<file path="config.mk">
export PLATFORM = sky130hd
export DESIGN_NAME = pipe_stage_buf
export DESIGN_NICKNAME = d
export VERILOG_FILES = /design/src/rtl/pipes_pkg.sv /design/src/rtl/pipe_wrap_ctr.sv /design/src/rtl/pipe_stage_buf.sv
export SDC_FILE = /design/constraint.sdc
export NUM_CORES = 1
export LEC_CHECK = 0
export CAP_MARGIN = 25
export CORE_MARGIN = 10
export CORE_UTILIZATION = 40
export CTS_CLUSTER_SIZE = 20
export DETAILED_ROUTE_END_ITERATION = 10
export PLACE_DENSITY_LB_ADDON = 0.25
export SYNTH_ARGS = -nofsm -noshare
export SYNTH_HDL_FRONTEND = slang
export SYNTH_HIERARCHICAL = 1
export SYNTH_SLANG_ARGS = --single-unit
</file>
<file path="constraint.sdc">
create_clock -name clk -period 6.05 [get_ports clk]
set_input_delay 1.21 -clock clk [delete_from_list [all_inputs] [get_ports clk]]
set_output_delay 1.21 -clock clk [all_outputs]
set_load 0.01 [all_outputs]
</file>
<file path="src/rtl/pipes_pkg.sv">
// pipes: shared pipeline types and helpers
// stage payload structs plus elastic buffer sizing
package pipes;

  typedef logic u1;

  parameter int PIPE_BUF_DEPTH_DEFAULT = 2;

  typedef struct packed {
    u1 valid;
    u1 ready;
  } handshake_t;

  typedef struct packed {
    logic [31:0] pc;
    logic [31:0] instr;
  } fetch_data_t;

  typedef struct packed {
    logic [31:0] pc;
    logic [4:0]  rd;
    logic [4:0]  rs1;
    logic [4:0]  rs2;
    logic [31:0] imm;
  } decode_data_t;

  function automatic int cnt_w(input int depth);
    return $clog2(depth + 1);
  endfunction

  function automatic int ptr_w(input int n);
    return (n > 1) ? $clog2(n) : 1;
  endfunction

endpackage

</file>
<file path="src/rtl/pipe_wrap_ctr.sv">
// pipe_wrap_ctr: modulo-MAX pointer counter
// explicit wrap so non-power-of-2 MAX works
module pipe_wrap_ctr
  import pipes::*;
#(
  parameter  int MAX = 2,
  localparam int W   = ptr_w(MAX)
) (
  input  logic         clk,
  input  logic         reset,
  input  logic         clr,
  input  logic         inc,
  output logic [W-1:0] value
);

  // clear has priority; wrap at MAX-1 by compare
  always_ff @(posedge clk) begin
    if (reset || clr) begin
      value <= '0;
    end else if (inc) begin
      value <= (value == W'(MAX - 1)) ? '0 : value + W'(1);
    end
  end

endmodule

</file>
<file path="src/rtl/pipe_stage_buf.sv">
// pipe_stage_buf: elastic valid/ready stage buffer
// DEPTH-entry ring with flush and occupancy count
module pipe_stage_buf
  import pipes::*;
#(
  parameter  int WIDTH        = 64,
  parameter  int DEPTH        = PIPE_BUF_DEPTH_DEFAULT,
  parameter  bit READY_ON_POP = 1'b1,
  parameter  bit ZERO_EMPTY   = 1'b1,
  localparam int CW           = cnt_w(DEPTH),
  localparam int PW           = ptr_w(DEPTH)
) (
  input  logic             clk,
  input  logic             reset,
  input  logic             flush,
  input  logic             in_valid,
  output logic             in_ready,
  input  logic [WIDTH-1:0] in_data,
  output logic             out_valid,
  input  logic             out_ready,
  output logic [WIDTH-1:0] out_data,
  output logic [CW-1:0]    count
);

  logic [WIDTH-1:0] mem [DEPTH];
  logic [PW-1:0]    hptr;
  logic [PW-1:0]    tptr;
  logic [CW-1:0]    cnt;
  handshake_t       hs_in;
  handshake_t       hs_out;
  logic             push;
  logic             pop;
  logic             room;

  assign room      = (cnt < CW'(DEPTH));
  assign in_ready  = room | (READY_ON_POP & out_ready);
  assign out_valid = (cnt != '0);
  assign count     = cnt;

  assign hs_in  = '{valid: in_valid, ready: in_ready};
  assign hs_out = '{valid: out_valid, ready: out_ready};
  assign push   = hs_in.valid & hs_in.ready;
  assign pop    = hs_out.valid & hs_out.ready;

  assign out_data = (ZERO_EMPTY && !out_valid) ? '0 : mem[hptr];

  // write the tail slot; squashed pushes never land
  always_ff @(posedge clk) begin
    if (push && !flush && !reset) begin
      mem[tptr] <= in_data;
    end
  end

  // occupancy: push and pop together cancel
  always_ff @(posedge clk) begin
    if (reset || flush) begin
      cnt <= '0;
    end else if (push && !pop) begin
      cnt <= cnt + CW'(1);
    end else if (pop && !push) begin
      cnt <= cnt - CW'(1);
    end
  end

  pipe_wrap_ctr #(.MAX(DEPTH)) u_tptr (
    .clk   (clk),
    .reset (reset),
    .clr   (flush),
    .inc   (push),
    .value (tptr)
  );

  pipe_wrap_ctr #(.MAX(DEPTH)) u_hptr (
    .clk   (clk),
    .reset (reset),
    .clr   (flush),
    .inc   (pop),
    .value (hptr)
  );

`ifndef SYNTHESIS
  a_cnt_max: assert property (
    @(posedge clk) disable iff (reset)
    cnt <= CW'(DEPTH));

  a_no_over: assert property (
    @(posedge clk) disable iff (reset)
    !(push && !pop && cnt == CW'(DEPTH)));

  a_hold: assert property (
    @(posedge clk) disable iff (reset)
    (in_valid && !in_ready && !flush) |=> $stable(in_data))
    else $warning("in_data changed while stalled");
`endif

endmodule

</file>
==> metrics.yaml, run 1 <==
finish:
  diodes: 0
  syn_to_final_growth_pct: 42.43
  fin_nets: 511
  finalInstanceArea_mm2: 0.007194
  drive_gt1_frac: 0.08811
  utilization: 0.5891
  n_fill_cell: 1017
logic_synthesis:
  synth_warnings: 6
  ys_seq_area_frac: 0.7768
  synth.area.top_cells: "edfxtp_1 76%, mux2i_1 13%, nor2_1 5.0%, dfxtp_1 1.6%, buf_6 1.3%"
  ys_types: 22
  syn_inst: 295
  ys.flop_type: "edfxtp_1"
  avgSynthCellArea_um2: 17.12
  synth_edf_count: 128
  yosysMostFrequentCell: "edfxtp_1"
  ys_seq_elements: 132
  netlist_area_mm2: 0.005051
  synthesis.nets: 365
  async_reset_ff_frac: 0
  ys_top_cells_by_count: "128 x edfxtp_1, 67 x nor2_1, 64 x mux2i_1"
  synth_top_area_share: 0.7610
  yosys.area.top_type: "edfxtp_1"
drt:
  drcViolationCount: 0
  dr.pass1.iters: 4
  drt_iter0_drc: 212
  postRouteAntennaNets: 0
  viasPerCell: 4.707
  vias: 2928
  routedWlPerCell_um: 18.30
  wl_mm: 11.38
floorplanning:
  die_area_mm2: 0.01752
  die_h_um: 132.4
  std_cell_rows: 40
  coreArea_mm2: 0.01221
  die-width_um: 132.4
  io_pins: 137
  initial_core_util: 0.4136
clock_tree:
  cts_buffer_depth: 2
  cts_sinks: 132
  cts-root-buf: "clkbuf_16"
  clk_pin_slew_ps: 60
  cts_resized: 0
  postCtsHoldBufs: 0
  clkLatencyLatePin_ps: 410
  htreeDepth: 4
  numCtsBuffers: 17
  cts_tree: "built"
  cts_setup_buffers: 0
setup_path:
  r2r_cells: 4
  crit_type: "reg2out"
  crit_path_end_kind: "output pin"
  critPathLaunchType: "flip-flop"
  cp_max_fo: 36
  cp.required_ps: 4840
  r2r-start: "count[1]"
  critPathArrivalTime_ps: 2550
  r2r_slack_ps: 3850
  worstReg2RegEnd: "mem[0][27]"
timing:
  max_slew_margin: 0.5149
  setup_viol: 0
  tns_ps: 0
  finalMaxSlewViolations: 0
  skew_ps: 11.36
  fin_crit_sh: 0.6223
  hold_violations: 0
  max_freq_mhz: 265.6
  period_needed_ps: 3765
  rsz0062_at_grt: "false"
  worst_pin_slew_ps: 725.9
placed_design:
  gp_congestion: 0.7751
  numPortBuffers: 136
  dpl-instance-area_mm2: 0.006584
  hpwl_mm: 7.773
grt:
  grt_start_max_net_pins: 46
  grt_first_pass_wirelength_mm: 17.46
  grt.total_usage: 0.1285
  grt_pass1_vias: 3097
  overflow: 0
  antenna_found_initial: 0
power_and_ir_drop:
  vdd_drop_max_v: 0.0001574
  p_leak_nw: 2.312
  powerDensity_mw_per_mm2: 314.8
min_path:
  hp-start: "count[1]"
  whs_endpoint: "count[1]"
  hp-class: "reg2reg"
  hold-path-cell-count: 2
job:
  cap_violations: 0
run_status:
  outcome: "finished clean"
kinds of logic after synthesis:
family / count (synthesis) / synth area share
multiplexers: 64 / 0.1268
AO/OA/AOI/OAI: 2 / 0.002477
flip-flops: 132 / 0.7768
adder cells (fa/ha/maj): 1 / 0.002477
XOR/XNOR: 4 / 0.006937
AND/OR/NAND/NOR: 76 / 0.06143
buffers and inverters: 16 / 0.02304
layout make-up:
type / count / area [µm²] / area share
Sequential cell: 132 / 3928 / 0.5459
Timing Repair Buffer: 141 / 1431 / 0.1990
Multi-Input combinational cell: 147 / 1027 / 0.1428
Clock buffer: 18 / 429.2 / 0.05965
Tap cell: 168 / 210.2 / 0.02922
Clock inverter: 14 / 161.4 / 0.02243
Inverter: 2 / 7.507 / 0.001043
critical path, stage by stage, from the launching register on:
cell and delay, ps:
dfxtp_1 380, nor2_4 600, buf_4 480, nor2_1 140, clkdlybuf4s50_1 510
registers in the layout, indices dropped and copies added (netlist names):
signal        cells
mem             128
u_tptr/value      1
count             2
u_hptr/value      1
how the worst max path moves through the flow:
stage                         start      endpoint  slack [ps]  depth (start not counted)
after CTS                  count[1]   out_data[9]        2240                          4
after floorplan           out_ready     mem[0][0]        1410                          3
after detailed placement  out_ready    mem[1][53]        2230                          5
after global routing       count[1]   out_data[9]        2120                          4
final                      count[1]  out_data[10]        2290                          4
after global placement    out_ready    mem[1][53]        2300                          5
cell usage in the layout (no fill, tap or decap), types with 2 or more instances in the layout:
master	instances
clkdlybuf4s50_1	136
edfxtp_1	128
nor2_1	65
mux2i_1	64
clkbuf_16	17
clkinv_2	3
bufinv_16	3
clkinvlp_4	3
dfxtp_1	3
buf_4	3
nor2_4	2
inv_1	2
xor2_1	2
clkinv_4	2
clkinv_1	2
xnor2_1	2
nor3_2	2
power by group:
part / switching, mW / internal (mW) / total (mW)
clock network: 0.367 / 0.644 / 1.01
logic: 0.0995 / 0.121 / 0.221
registers: 0.00942 / 1.02 / 1.03
stage by stage:
| step | std cells | hold WS (ps) | setup slack, ps | total power, mW |
|---|---|---|---|---|
| detailed placement | 589 | 589.8 | 2234 | 1.276 |
| floorplan | 295 | 520.1 | 1413 | 1.137 |
| global route | 622 | 642.7 | 2124 | 2.346 |
| finish | 622 | 599.9 | 2285 | 2.265 |
| global placement | 588 | 546.4 | 2298 | 1.272 |
| CTS | 621 | 597.9 | 2236 | 2.289 |
per-layer routing:
metal | track usage | vias up | wire, µm
met3 | 0.06212 | 9 | 1054
li1 | - | 1384 | -
met2 | 0.1930 | 120 | 5221
met1 | 0.1587 | 1415 | 5030
met4 | 0.04218 | 0 | 77
met5 | 0 | - | 0
(Power assumes the default switching activity.)
==> run 2: changes to the inputs <==
==> constraint.sdc (replaced) <==
create_clock -name clk -period 3.3 [get_ports clk]
set_input_delay 0.66 -clock clk [delete_from_list [all_inputs] [get_ports clk]]
set_output_delay 0.66 -clock clk [all_outputs]
set_load 0.01 [all_outputs]
==> run 2 against run 1 <==
Effect of this change:
- core utilization shrank 0.38 points
- sequential share of layout area grew 0.35 points
- combinational power grew 84%
- critical endpoint is now out_data[62]
- largest power group unchanged
==> metrics.yaml, run 2 (synthesis gave the netlist of run 1 again) <==
timing:
  hold_violations: 0  # unchanged
  worst_pin_slew_ps: 606.9  # was 725.9 ps
  fin_crit_sh: 0.8924
  max_freq_mhz: 339.6
  period_needed_ps: 2945
  skew_ps: 7.652  # was 11.36 ps
  finalMaxSlewViolations: 0  # unchanged
  tns_ps: 0  # unchanged
  rsz0062_at_grt: "false"  # unchanged
  finalWorstSetupSlack_ps: 354.9  # was 2285 ps
  max_slew_margin: 0.5945  # was 0.5149
  setup_viol: 0  # unchanged
grt:
  use_met1: 0.1355  # was 0.1587
  met3_usage: 0.06402  # was 0.06212
  antenna_found_initial: 0  # unchanged
  grt_start_max_net_pins: 65  # was 46
  grt_first_pass_wirelength_mm: 17.24  # was 17.46 mm
  top_usage_layer: "met2"  # unchanged
  grt.total_usage: 0.1261  # was 0.1285
  grt_pass1_vias: 3281  # was 3097
  overflow: 0  # unchanged
  use_met2: 0.2085  # was 0.1930
power_and_ir_drop:
  powerDensity_mw_per_mm2: 554.2  # was 314.8 mW/mm²
  vdd_drop_max_v: 0.0003071  # was 0.0001574 V
  finalPower_mw: 3.961  # was 2.265 mW
  p_leak_nw: 2.283  # was 2.312 nW
drt:
  routedWlPerCell_um: 17.40  # was 18.30 µm
  drt_iter0_drc: 204  # was 212
  drcViolationCount: 0  # unchanged
  dr.pass1.iters: 6  # was 4
  wl_mm: 10.84  # was 11.38 mm
  postRouteAntennaNets: 0  # unchanged
  vias: 2904  # was 2928
  viasPerCell: 4.661  # was 4.707
placed_design:
  gp_congestion: 0.7307  # was 0.7751
  hpwl_mm: 7.424  # was 7.773 mm
  numPortBuffers: 136  # unchanged
  post-place-ws_ps: 692.1  # was 2234 ps
floorplanning:
  die_h_um: 132.4  # unchanged
  initial_core_util: 0.4136  # unchanged
  io_pins: 137  # unchanged
  coreArea_mm2: 0.01221  # unchanged
  die-width_um: 132.4  # unchanged
  std_cell_rows: 40  # unchanged
  die_area_mm2: 0.01752  # unchanged
min_path:
  hold-path-cell-count: 2  # unchanged
  hp-start: "count[1]"  # unchanged
  hp-class: "reg2reg"  # unchanged
  whs_endpoint: "count[1]"  # unchanged
setup_path:
  r2r_slack_ps: 1310  # was 3850 ps
  cp_max_fo: 25  # was 36
  critPathLaunchType: "flip-flop"  # unchanged
  crit_path_start: "count[1]"  # unchanged
  crit_path_end_kind: "output pin"  # unchanged
  r2r-start: "count[1]"  # unchanged
  crit_type: "reg2out"  # unchanged
  cp.required_ps: 2640  # was 4840 ps
  worstReg2RegEnd: "count[1]"  # was mem[0][27]
  critPathArrivalTime_ps: 2290  # was 2550 ps
  r2r_cells: 6  # was 4
finish:
  n_fill_cell: 988  # was 1017
  largest_reg_flops: 128  # unchanged
  layout_common_cells: "136 x clkdlybuf4s50_1, 128 x edfxtp_1, 65 x nor2_1, 64 x mux2i_1, 17 x clkbuf_16"  # unchanged
  diodes: 0  # unchanged
  utilization: 0.5853  # was 0.5891
  final_common_cell: "clkdlybuf4s50_1"  # unchanged
  fin_nets: 512  # was 511
  drive_gt1_frac: 0.08132  # was 0.08811
  largest-register: "mem"  # unchanged
  syn_to_final_growth_pct: 41.52  # was 42.43%
clock_tree:
  cts_buffer_depth: 2  # unchanged
  numCtsBuffers: 17  # unchanged
  htreeDepth: 4  # unchanged
  clkLatencyLatePin_ps: 410  # about the same
  cts_tree: "built"  # unchanged
  postCtsHoldBufs: 0  # unchanged
  cts_resized: 0  # unchanged
  cts-root-buf: "clkbuf_16"  # unchanged
  clk_pin_slew_ps: 50  # was 60 ps
  cts_sinks: 132  # unchanged
  cts_setup_buffers: 0  # unchanged
run_status:
  outcome: "finished clean"  # unchanged
job:
  cap_violations: 0  # unchanged
run 2: stage by stage:
| stage | instance area [µm²] | cells | hold WS [ps] |
|---|---|---|---|
| 2_1_floorplan | 5054 | 295 | 520.1 |
| 3_3_place_gp | 6620 | 591 | 537.4 |
| 3_5_place_dp | 6620 | 591 | 584.3 |
| 4_1_cts | 7148 | 623 | 593.6 |
| 5_1_grt | 7148 | 623 | 640.2 |
| 6_report | 7148 | 623 | 600.9 |
run 2: worst max path at each step:
stage                    to  slack, ps  depth (start not counted)
2_1_floorplan     mem[0][0]        270                          3
3_3_place_gp      mem[1][9]        710                          5
3_5_place_dp      mem[1][9]        690                          5
4_1_cts        out_data[62]        300                          4
5_1_grt        out_data[62]        170                          4
6_report       out_data[62]        350                          4
run 2: report_power, final:
part | switching [mW] | internal [mW] | total (mW)
logic | 0.181 | 0.225 | 0.407
registers | 0.0155 | 1.88 | 1.89
clock network | 0.640 | 1.02 | 1.66
run 2: metal layers:
metal | wire length (µm) | vias to the layer above
met5 | 0 | -
met4 | 107 | 0
met3 | 907 | 12
met2 | 5541 | 96
met1 | 4284 | 1404
li1 | - | 1392
run 2: cell type report:
type	count	area, µm²	area share
multi-input cells	147	1031	0.1442
flip-flops and latches	132	3928	0.5494
inverters	2	7.507	0.001050
clock inverters	11	87.58	0.01225
well taps	168	210.2	0.02941
clock buffers	21	440.4	0.06161
repair buffers	142	1444	0.2020
run 2: worst max-delay path, stage by stage, from the launching register on:
cell             delay [ps]
dfxtp_1                 370
nor2_4                  520
buf_4                   380
nor2_1                  100
clkdlybuf4s50_1         490
